$ cat src/rtl/frame_peak_detect.sv
// frame_peak_detect: per-frame, per-channel peak value, peak index and sum over N_PIXELS samples, with a valid/ready result port
module frame_peak_detect #(
  parameter int N_PIXELS = 128,
  parameter int DATA_W   = 12,
  parameter int IDX_W    = 7,
  parameter int SUM_W    = 19,
  parameter int MIN_PEAK = 64
) (
  input  logic              clk_20M,
  input  logic              reset_n,
  input  logic              frame_sync,
  input  logic              new_data,
  input  logic [DATA_W-1:0] pdata1,
  input  logic [DATA_W-1:0] pdata2,
  output logic              res_valid,
  input  logic              res_ready,
  output logic [DATA_W-1:0] peak1,
  output logic [DATA_W-1:0] peak2,
  output logic [IDX_W-1:0]  pidx1,
  output logic [IDX_W-1:0]  pidx2,
  output logic [SUM_W-1:0]  sum1,
  output logic [SUM_W-1:0]  sum2,
  output logic [1:0]        no_peak,
  output logic              overrun,
  output logic              frame_abort
);
  typedef enum logic {IDLE, ACQ} state_t;
  state_t state_q, state_d;
  logic fs1_q, fs2_q, fs3_q, nd_q;
  logic fs_rise, smp, acq, done, accept, new_ov;
  logic [IDX_W-1:0]  idx_q, idx_d, mi1_q, mi1_d, mi2_q, mi2_d;
  logic [DATA_W-1:0] max1_q, max1_d, max2_q, max2_d;
  logic [SUM_W-1:0]  acc1_q, acc1_d, acc2_q, acc2_d;
  logic              valid_q, valid_d, ovr_q, ovr_d, abort_q;
  logic [DATA_W-1:0] pk1_q, pk2_q;
  logic [IDX_W-1:0]  px1_q, px2_q;
  logic [SUM_W-1:0]  sm1_q, sm2_q;
  logic [1:0]        np_q;
  assign fs_rise = fs2_q & ~fs3_q;
  assign smp     = new_data & ~nd_q;
  assign acq     = state_q == ACQ;
  assign accept  = valid_q & res_ready;
  assign new_ov  = done & valid_q & ~res_ready;
  assign valid_d = done | (valid_q & ~res_ready);
  assign ovr_d   = new_ov | (ovr_q & ~accept);
  // A restart clears the accumulators before the coincident sample is folded in as pixel 0.
  always_comb begin
    state_d = fs_rise ? ACQ : state_q;
    idx_d   = fs_rise ? '0 : idx_q;
    max1_d  = fs_rise ? '0 : max1_q;
    max2_d  = fs_rise ? '0 : max2_q;
    mi1_d   = fs_rise ? '0 : mi1_q;
    mi2_d   = fs_rise ? '0 : mi2_q;
    acc1_d  = fs_rise ? '0 : acc1_q;
    acc2_d  = fs_rise ? '0 : acc2_q;
    done    = 1'b0;
    if (smp && (fs_rise || acq)) begin
      acc1_d = acc1_d + SUM_W'(pdata1);
      acc2_d = acc2_d + SUM_W'(pdata2);
      mi1_d  = pdata1 > max1_d ? idx_d : mi1_d;
      max1_d = pdata1 > max1_d ? pdata1 : max1_d;
      mi2_d  = pdata2 > max2_d ? idx_d : mi2_d;
      max2_d = pdata2 > max2_d ? pdata2 : max2_d;
      done   = !fs_rise && idx_q == IDX_W'(N_PIXELS - 1);
      state_d = done ? IDLE : state_d;
      idx_d  = idx_d + 1'b1;
    end
  end
  always_ff @(posedge clk_20M) begin
    if (!reset_n) begin
      {fs1_q, fs2_q, fs3_q, nd_q} <= '0;
      state_q <= IDLE;
      {idx_q, mi1_q, mi2_q, max1_q, max2_q, acc1_q, acc2_q} <= '0;
      {valid_q, ovr_q, abort_q} <= '0;
      {pk1_q, pk2_q, px1_q, px2_q, sm1_q, sm2_q, np_q} <= '0;
    end else begin
      {fs1_q, fs2_q, fs3_q, nd_q} <= {frame_sync, fs1_q, fs2_q, new_data};
      state_q <= state_d;
      {idx_q, mi1_q, mi2_q, max1_q, max2_q, acc1_q, acc2_q} <= {idx_d, mi1_d, mi2_d, max1_d, max2_d, acc1_d, acc2_d};
      valid_q <= valid_d;
      ovr_q   <= ovr_d;
      abort_q <= fs_rise & acq;
      if (done) begin
        {pk1_q, pk2_q, px1_q, px2_q, sm1_q, sm2_q} <= {max1_d, max2_d, mi1_d, mi2_d, acc1_d, acc2_d};
        np_q <= {max2_d < DATA_W'(MIN_PEAK), max1_d < DATA_W'(MIN_PEAK)};
      end
    end
  end
  assign res_valid   = valid_q;
  assign overrun     = ovr_q;
  assign frame_abort = abort_q;
  assign peak1 = pk1_q;
  assign peak2 = pk2_q;
  assign pidx1 = px1_q;
  assign pidx2 = px2_q;
  assign sum1  = sm1_q;
  assign sum2  = sm2_q;
  assign no_peak = np_q;
endmodule

$ cat config.mk
export PLATFORM = sky130hd
export DESIGN_NAME = frame_peak_detect
export DESIGN_NICKNAME = d
export VERILOG_FILES = /design/src/rtl/frame_peak_detect.sv
export SDC_FILE = /design/constraint.sdc
export NUM_CORES = 1
export LEC_CHECK = 0
export ABC_AREA = 0
export CAP_MARGIN = 20
export CORE_MARGIN = 10
export CORE_UTILIZATION = 34
export DETAILED_ROUTE_END_ITERATION = 16
export PLACE_DENSITY = 0.62
export SYNTH_ARGS = -nofsm -noshare
export SYNTH_HDL_FRONTEND = slang
export SYNTH_SLANG_ARGS = --single-unit
$ cat constraint.sdc
create_clock -name clk_20M -period 4.1 [get_ports clk_20M]
set_clock_uncertainty 0.2 [all_clocks]
set_input_delay 0.82 -clock clk_20M [delete_from_list [all_inputs] [get_ports clk_20M]]
set_output_delay 0.82 -clock clk_20M [all_outputs]
set_load 0.01 [all_outputs]
==> results of run 1 <==
layer usage:
layer	routed length, um	track usage (%)	vias up
met5	0	0	-
met4	409	5.48	0
met3	1330	3.71	23
met2	9970	24.4	177
met1	9460	18.0	3004
li1	-	-	3307
logic make-up (layout without fill, tap and decap cells):
group	Yosys count	after routing	synth area share [%]
AOI/OAI and AO/OA	225	225	18.7
xor gates and xnor gates	38	38	4.28
adders and majority gates	51	51	8.39
buffers and inverters	62	165	3.63
DFF	169	169	43.5
muxes	19	19	2.44
and+or+nand+nor	322	322	19.1
flip-flops by register name, indices dropped and copies added (netlist names), 12 cells and up:
signal	cells
sum1	19
peak2	12
peak1	12
acc1_q	19
max1_q	12
sum2	19
max2_q	12
acc2_q	19
path summary, 6_finish.rpt:
| path | startpoint | depth (start not counted) | slack, ps | end |
|---|---|---|---|---|
| max | fs3_q$_SDFF_PN0_ | 11 | 630 | sum1[16]$_SDFFE_PN0P_ |
| min | fs1_q$_SDFF_PN0_ | 1 | 230 | fs2_q$_SDFF_PN0_ |
| max reg2reg | fs3_q$_SDFF_PN0_ | 11 | 630 | sum1[16]$_SDFFE_PN0P_ |
| min reg2reg | fs1_q$_SDFF_PN0_ | 1 | 230 | fs2_q$_SDFF_PN0_ |
area by class of cell:
cell class / instances / share of cell area, %
sequential: 169 / 34.8
tap: 285 / 3.66
clock inverter: 11 / 1.17
inverter: 9 / 0.347
timing repair buffer: 125 / 13.0
clock buffer: 20 / 4.69
multi-input combinational: 655 / 42.4
per-stage QoR:
| step | util [%] | setup WS [ps] | area, um2 | power [uW] |
|---|---|---|---|---|
| 3_5_place_dp | 40.6 | 297 | 9160 | 2000 |
| 4_1_cts | 43.1 | 601 | 9730 | 3580 |
| 5_1_grt | 43.1 | 310 | 9730 | 3680 |
| 6_report | 43.1 | 627 | 9730 | 3540 |
| 3_3_place_gp | 40.6 | 320 | 9160 | 2000 |
| 2_1_floorplan | - | 710 | 7780 | 1900 |
report_power, final:
part	total, uW	internal [uW]	switching [uW]
Clock	1580	875	705
Combinational	298	119	179
Sequential	1660	1660	6.26
Total	3540	2650	890
synth_stat cells, types with 10 or more instances:
cell type	instances
dfxtp_1	169
a21o_1	13
o22a_1	22
nand3_1	20
and2_1	38
nor3_1	12
mux2i_1	19
xor2_1	11
nor2_1	129
buf_2	16
nand2_1	82
xnor2_1	27
o21ai_0	30
a21oi_1	77
ha_1	49
a211oi_1	38
clkbuf_1	30
nand4_1	10
worst register-to-register path: stages, from the launching register on:
cell	delay, ps
dfxtp_1	310
nand2b_2	370
and2_1	290
ha_1	220
fa_1	440
a211oi_1	300
o21ai_0	170
a31oi_1	360
nor3_1	150
o211ai_1	210
xor2_1	230
a21oi_1	110
==> flow_summary.json, run 1 <==
{
  "outcome": "completed",
  "boundaryPins": 110,
  "yosys_warnings": 0,
  "most-common-layout-cells": "dfxtp_1 (169), nor2_1 (129), clkdlybuf4s50_1 (109), nand2_1 (82), a21oi_1 (77)",
  "cp.required_ps": 4200,
  "die_h_um": 171,
  "cellPowerDensity_mw_per_mm2": 364,
  "diodes": 0,
  "fin_hold_ws_ps": 231,
  "avgSynthCellArea_um2": 8.79,
  "drive_above_1_share_pct": 5.97,
  "antenna_found_initial": 0,
  "wl_per_cell_um": 16.6,
  "fillers": 2204,
  "ys_async_sr_fraction_pct": 0,
  "tns_ps": 0,
  "hold_buffers": 0,
  "ctsResizeCount": 0,
  "crit_fanout": 16,
  "synthFlopType": "dfxtp_1",
  "synth_edf_count": 0,
  "regArea_mm2": 0.00338,
  "hold_class": "reg -> reg",
  "synth_seq_cells": 169,
  "grt_pass1_vias": 6398,
  "synth.area.top_cells": "dfxtp_1 (43%), ha_1 (7.9%), nor2_1 (6.2%)",
  "synthDominantCellAreaShare_pct": 43.5,
  "overflow": 0,
  "h-tree-depth": 4,
  "worst_pin_slew_ps": 597,
  "yosysUniqueCellTypes": 53,
  "nets": 1057,
  "final-setup-viol-count": 0,
  "die_w_um": 171,
  "vdd_drop_max_uv": 311,
  "drt_iter0_markers": 366,
  "cts_setup_buffers": 0,
  "placedCellCount": 1243,
  "worst-setup-path-type": "reg -> reg",
  "cts_buffers": 17,
  "firstDrtPassIters": 5,
  "vias_per_cell": 5.11,
  "post-route-period-util_pct": 84.7,
  "leakage_uw": 0.00373,
  "port_buffers": 109,
  "fp-row-count": 55,
  "rsz0062_at_grt": "false",
  "cts_sinks": 169,
  "num_vias": 6511,
  "hold_viol": 0,
  "period_needed_ps": 3470,
  "start_kind": "register",
  "slowest_stage": "fa_1",
  "synth_top_area_cell": "dfxtp_1",
  "relSlewSlack_pct": 60.2,
  "cp_top_family": "compound AO/OA/AOI/OAI gates",
  "ant_nets": 0,
  "maxCapViolCount": 0,
  "endpoint_kind": "register",
  "mostFrequentLayoutCell": "dfxtp_1",
  "clock_path_buffers": 2,
  "fmax_ghz": 0.288,
  "syn-instance-count": 886,
  "grt_max_degree": 91,
  "syn-cell-area_mm2": 0.00778,
  "ys_seq_area_share_pct": 43.5,
  "clkSlewWorstSetupHoldPaths_ps": 70,
  "crit_chain": "nand2b_2 -> and2_1 -> ha_1 -> fa_1 -> a211oi_1 -> o21ai_0 -> a31oi_1 -> nor3_1 -> o211ai_1 -> xor2_1 -> a21oi_1",
  "drc": 0,
  "arrival_ps": 3570,
  "die-area_mm2": 0.0293,
  "gp_congestion": 0.872,
  "dp_hpwl_mm": 15.1,
  "multiInputGateArea_mm2": 0.00413,
  "grt_util_all_layers_pct": 14.7,
  "syn2layout_area_growth_pct": 25.0,
  "instances_no_fill": 1274,
  "core_area_mm2": 0.0226,
  "grt_pass1_wl_mm": 34.1,
  "synth_fp_nets": 966,
  "start_util_pct": 34.5,
  "cts_root_buf": "clkbuf_16",
  "routed_wl_mm": 21.2,
  "critical-path-max-stage-delay_ps": 440,
  "cts_tree": "yes",
  "path_buf_inv": 0,
  "insertion_delay_ps": 430,
  "slew_violations": 0
}
Note: power is estimated with default switching activity, not from simulation.
==> inputs of run 2 (changes only) <==
--- a/config.mk
+++ b/config.mk
@@ -10,7 +10,7 @@
 export CORE_MARGIN = 10
 export CORE_UTILIZATION = 34
 export DETAILED_ROUTE_END_ITERATION = 16
-export PLACE_DENSITY = 0.62
+export PLACE_DENSITY = 0.64
 export SYNTH_ARGS = -nofsm -noshare
 export SYNTH_HDL_FRONTEND = slang
 export SYNTH_SLANG_ARGS = --single-unit
==> constraint.sdc (replaced) <==
create_clock -name clk_20M -period 2.82 [get_ports clk_20M]
set_clock_uncertainty 0.2 [all_clocks]
set_input_delay 0.564 -clock clk_20M [delete_from_list [all_inputs] [get_ports clk_20M]]
set_output_delay 0.564 -clock clk_20M [all_outputs]
set_load 0.01 [all_outputs]
==> flow_summary.json, run 2 (synthesis gave the netlist of run 1 again) <==
{
  "final-setup-viol-count": 72,
  "cts_sinks": 169,
  "maxCapViolCount": 0,
  "routed_wl_mm": 25.2,
  "grt_max_degree": 40,
  "gp_congestion": 0.871,
  "wl_per_cell_um": 17.9,
  "mostFrequentLayoutCell": "dfxtp_1",
  "ant_nets": 0,
  "vdd_drop_max_uv": 385,
  "cp.required_ps": 2960,
  "regArea_mm2": 0.00339,
  "fillers": 1907,
  "cellPowerDensity_mw_per_mm2": 457,
  "slew_violations": 0,
  "relSlewSlack_pct": 61.4,
  "most-common-layout-cells": "dfxtp_1 (167), buf_4 (120), nor2_1 (109), clkdlybuf4s50_1 (108), nand2_1 (68)",
  "overflow": 0,
  "period_needed_ps": 3030,
  "fp-row-count": 55,
  "crit_fanout": 7,
  "h-tree-depth": 4,
  "num_vias": 7308,
  "multiInputGateArea_mm2": 0.00548,
  "grt_pass1_vias": 7065,
  "firstDrtPassIters": 4,
  "post-route-period-util_pct": 107,
  "nets": 1191,
  "syn2layout_area_growth_pct": 59.4,
  "instances_no_fill": 1408,
  "boundaryPins": 110,
  "worst-setup-path-type": "reg -> reg",
  "placedCellCount": 1346,
  "start_util_pct": 34.5,
  "drt_iter0_markers": 424,
  "die_h_um": 171,
  "dp_hpwl_mm": 16.6,
  "core_area_mm2": 0.0226,
  "tns_ps": -6140,
  "die-area_mm2": 0.0293,
  "grt_pass1_wl_mm": 36.8,
  "port_buffers": 109,
  "worst_pin_slew_ps": 577,
  "leakage_uw": 0.00472,
  "fmax_ghz": 0.330,
  "post-route-util_pct": 55.0,
  "arrival_ps": 3170,
  "cts_buffers": 17,
  "start_kind": "register",
  "cts_root_buf": "clkbuf_16",
  "drive_above_1_share_pct": 33.4,
  "rsz0062_at_grt": "true",
  "setup_slack_ps": -207,
  "cts_tree": "yes",
  "insertion_delay_ps": 430,
  "hold_viol": 0,
  "violations": "setup timing",
  "die_w_um": 171,
  "endpoint_kind": "register",
  "clkSlewWorstSetupHoldPaths_ps": 70,
  "antenna_found_initial": 0,
  "drc": 0,
  "diodes": 0,
  "outcome": "finished with violations",
  "vias_per_cell": 5.19,
  "hold_buffers": 0,
  "grt_util_all_layers_pct": 15.6,
  "clock_path_buffers": 2,
  "hold_class": "reg -> reg"
}
[run 2: changes by cell type in the layout (fill, tap and decap cells not counted), moves of 20 or more]
cell,previous run,this run
buf_4,12,120
ha_4,0,29
a21oi_4,0,20
a211oi_2,0,22
a21oi_1,77,38
a211oi_1,38,13
nor2_1,129,109
ha_1,49,20
[run 2: cell type report]
class	instances	share of cell area [%]
sequential	169	27.3
multi-input combinational	655	44.2
clock buffer	20	3.76
tap	285	2.87
inverter	9	0.272
clock inverter	11	1.30
timing repair buffer	259	20.3
[run 2: metal layers]
metal	vias up	GRT usage, %	wire, um
met4	0	3.52	366
met1	3518	19.2	10900
met2	175	26.8	12600
met5	-	0	0
li1	3587	-	-
met3	28	4.10	1340
[run 2: final timing paths]
kind,slack (ps),start,depth (start not counted),end
max,-210,fs3_q$_SDFF_PN0_,14,peak1[9]$_SDFFE_PN0P_
min,240,fs1_q$_SDFF_PN0_,1,fs2_q$_SDFF_PN0_
max reg2reg,-210,fs3_q$_SDFF_PN0_,14,peak1[9]$_SDFFE_PN0P_
min reg2reg,240,fs1_q$_SDFF_PN0_,1,fs2_q$_SDFF_PN0_
[run 2: timing repair]
action	in CTS	in global routing
gates resized for setup	68	188
setup buffers	12	15
pin swaps	41	76
cloned	1	3
endpoints found under the setup margin	122	116
[run 2: per-stage QoR]
step | instance area [um2] | power, uW | setup WS (ps) | hold slack (ps)
3_5_place_dp | 10200 | 3020 | -505 | 232
5_1_grt | 12400 | 5850 | -310 | 253
2_1_floorplan | 7970 | 2770 | -128 | 212
3_3_place_gp | 10200 | 3020 | -459 | 218
6_report | 12400 | 5670 | -207 | 241
4_1_cts | 11200 | 5560 | -111 | 241
[run 2: worst max-delay path, cell delays in order (launching register included)]
cell and delay [ps]:
dfxtp_2 320, nand2b_4 180, buf_12 150, buf_12 140, nand2_1 180, ha_4 240
a21oi_2 130, o21a_1 160, nor2_1 70, o41a_1 480, buf_6 170, clkbuf_16 160
nor2_4 80, a21oi_2 40, a211oi_1 240
[run 2: power breakdown]
group / switching (uW) / internal, uW
logic: 393 / 360
clock network: 1020 / 1480
registers: 11.3 / 2410
total: 1420 / 4250
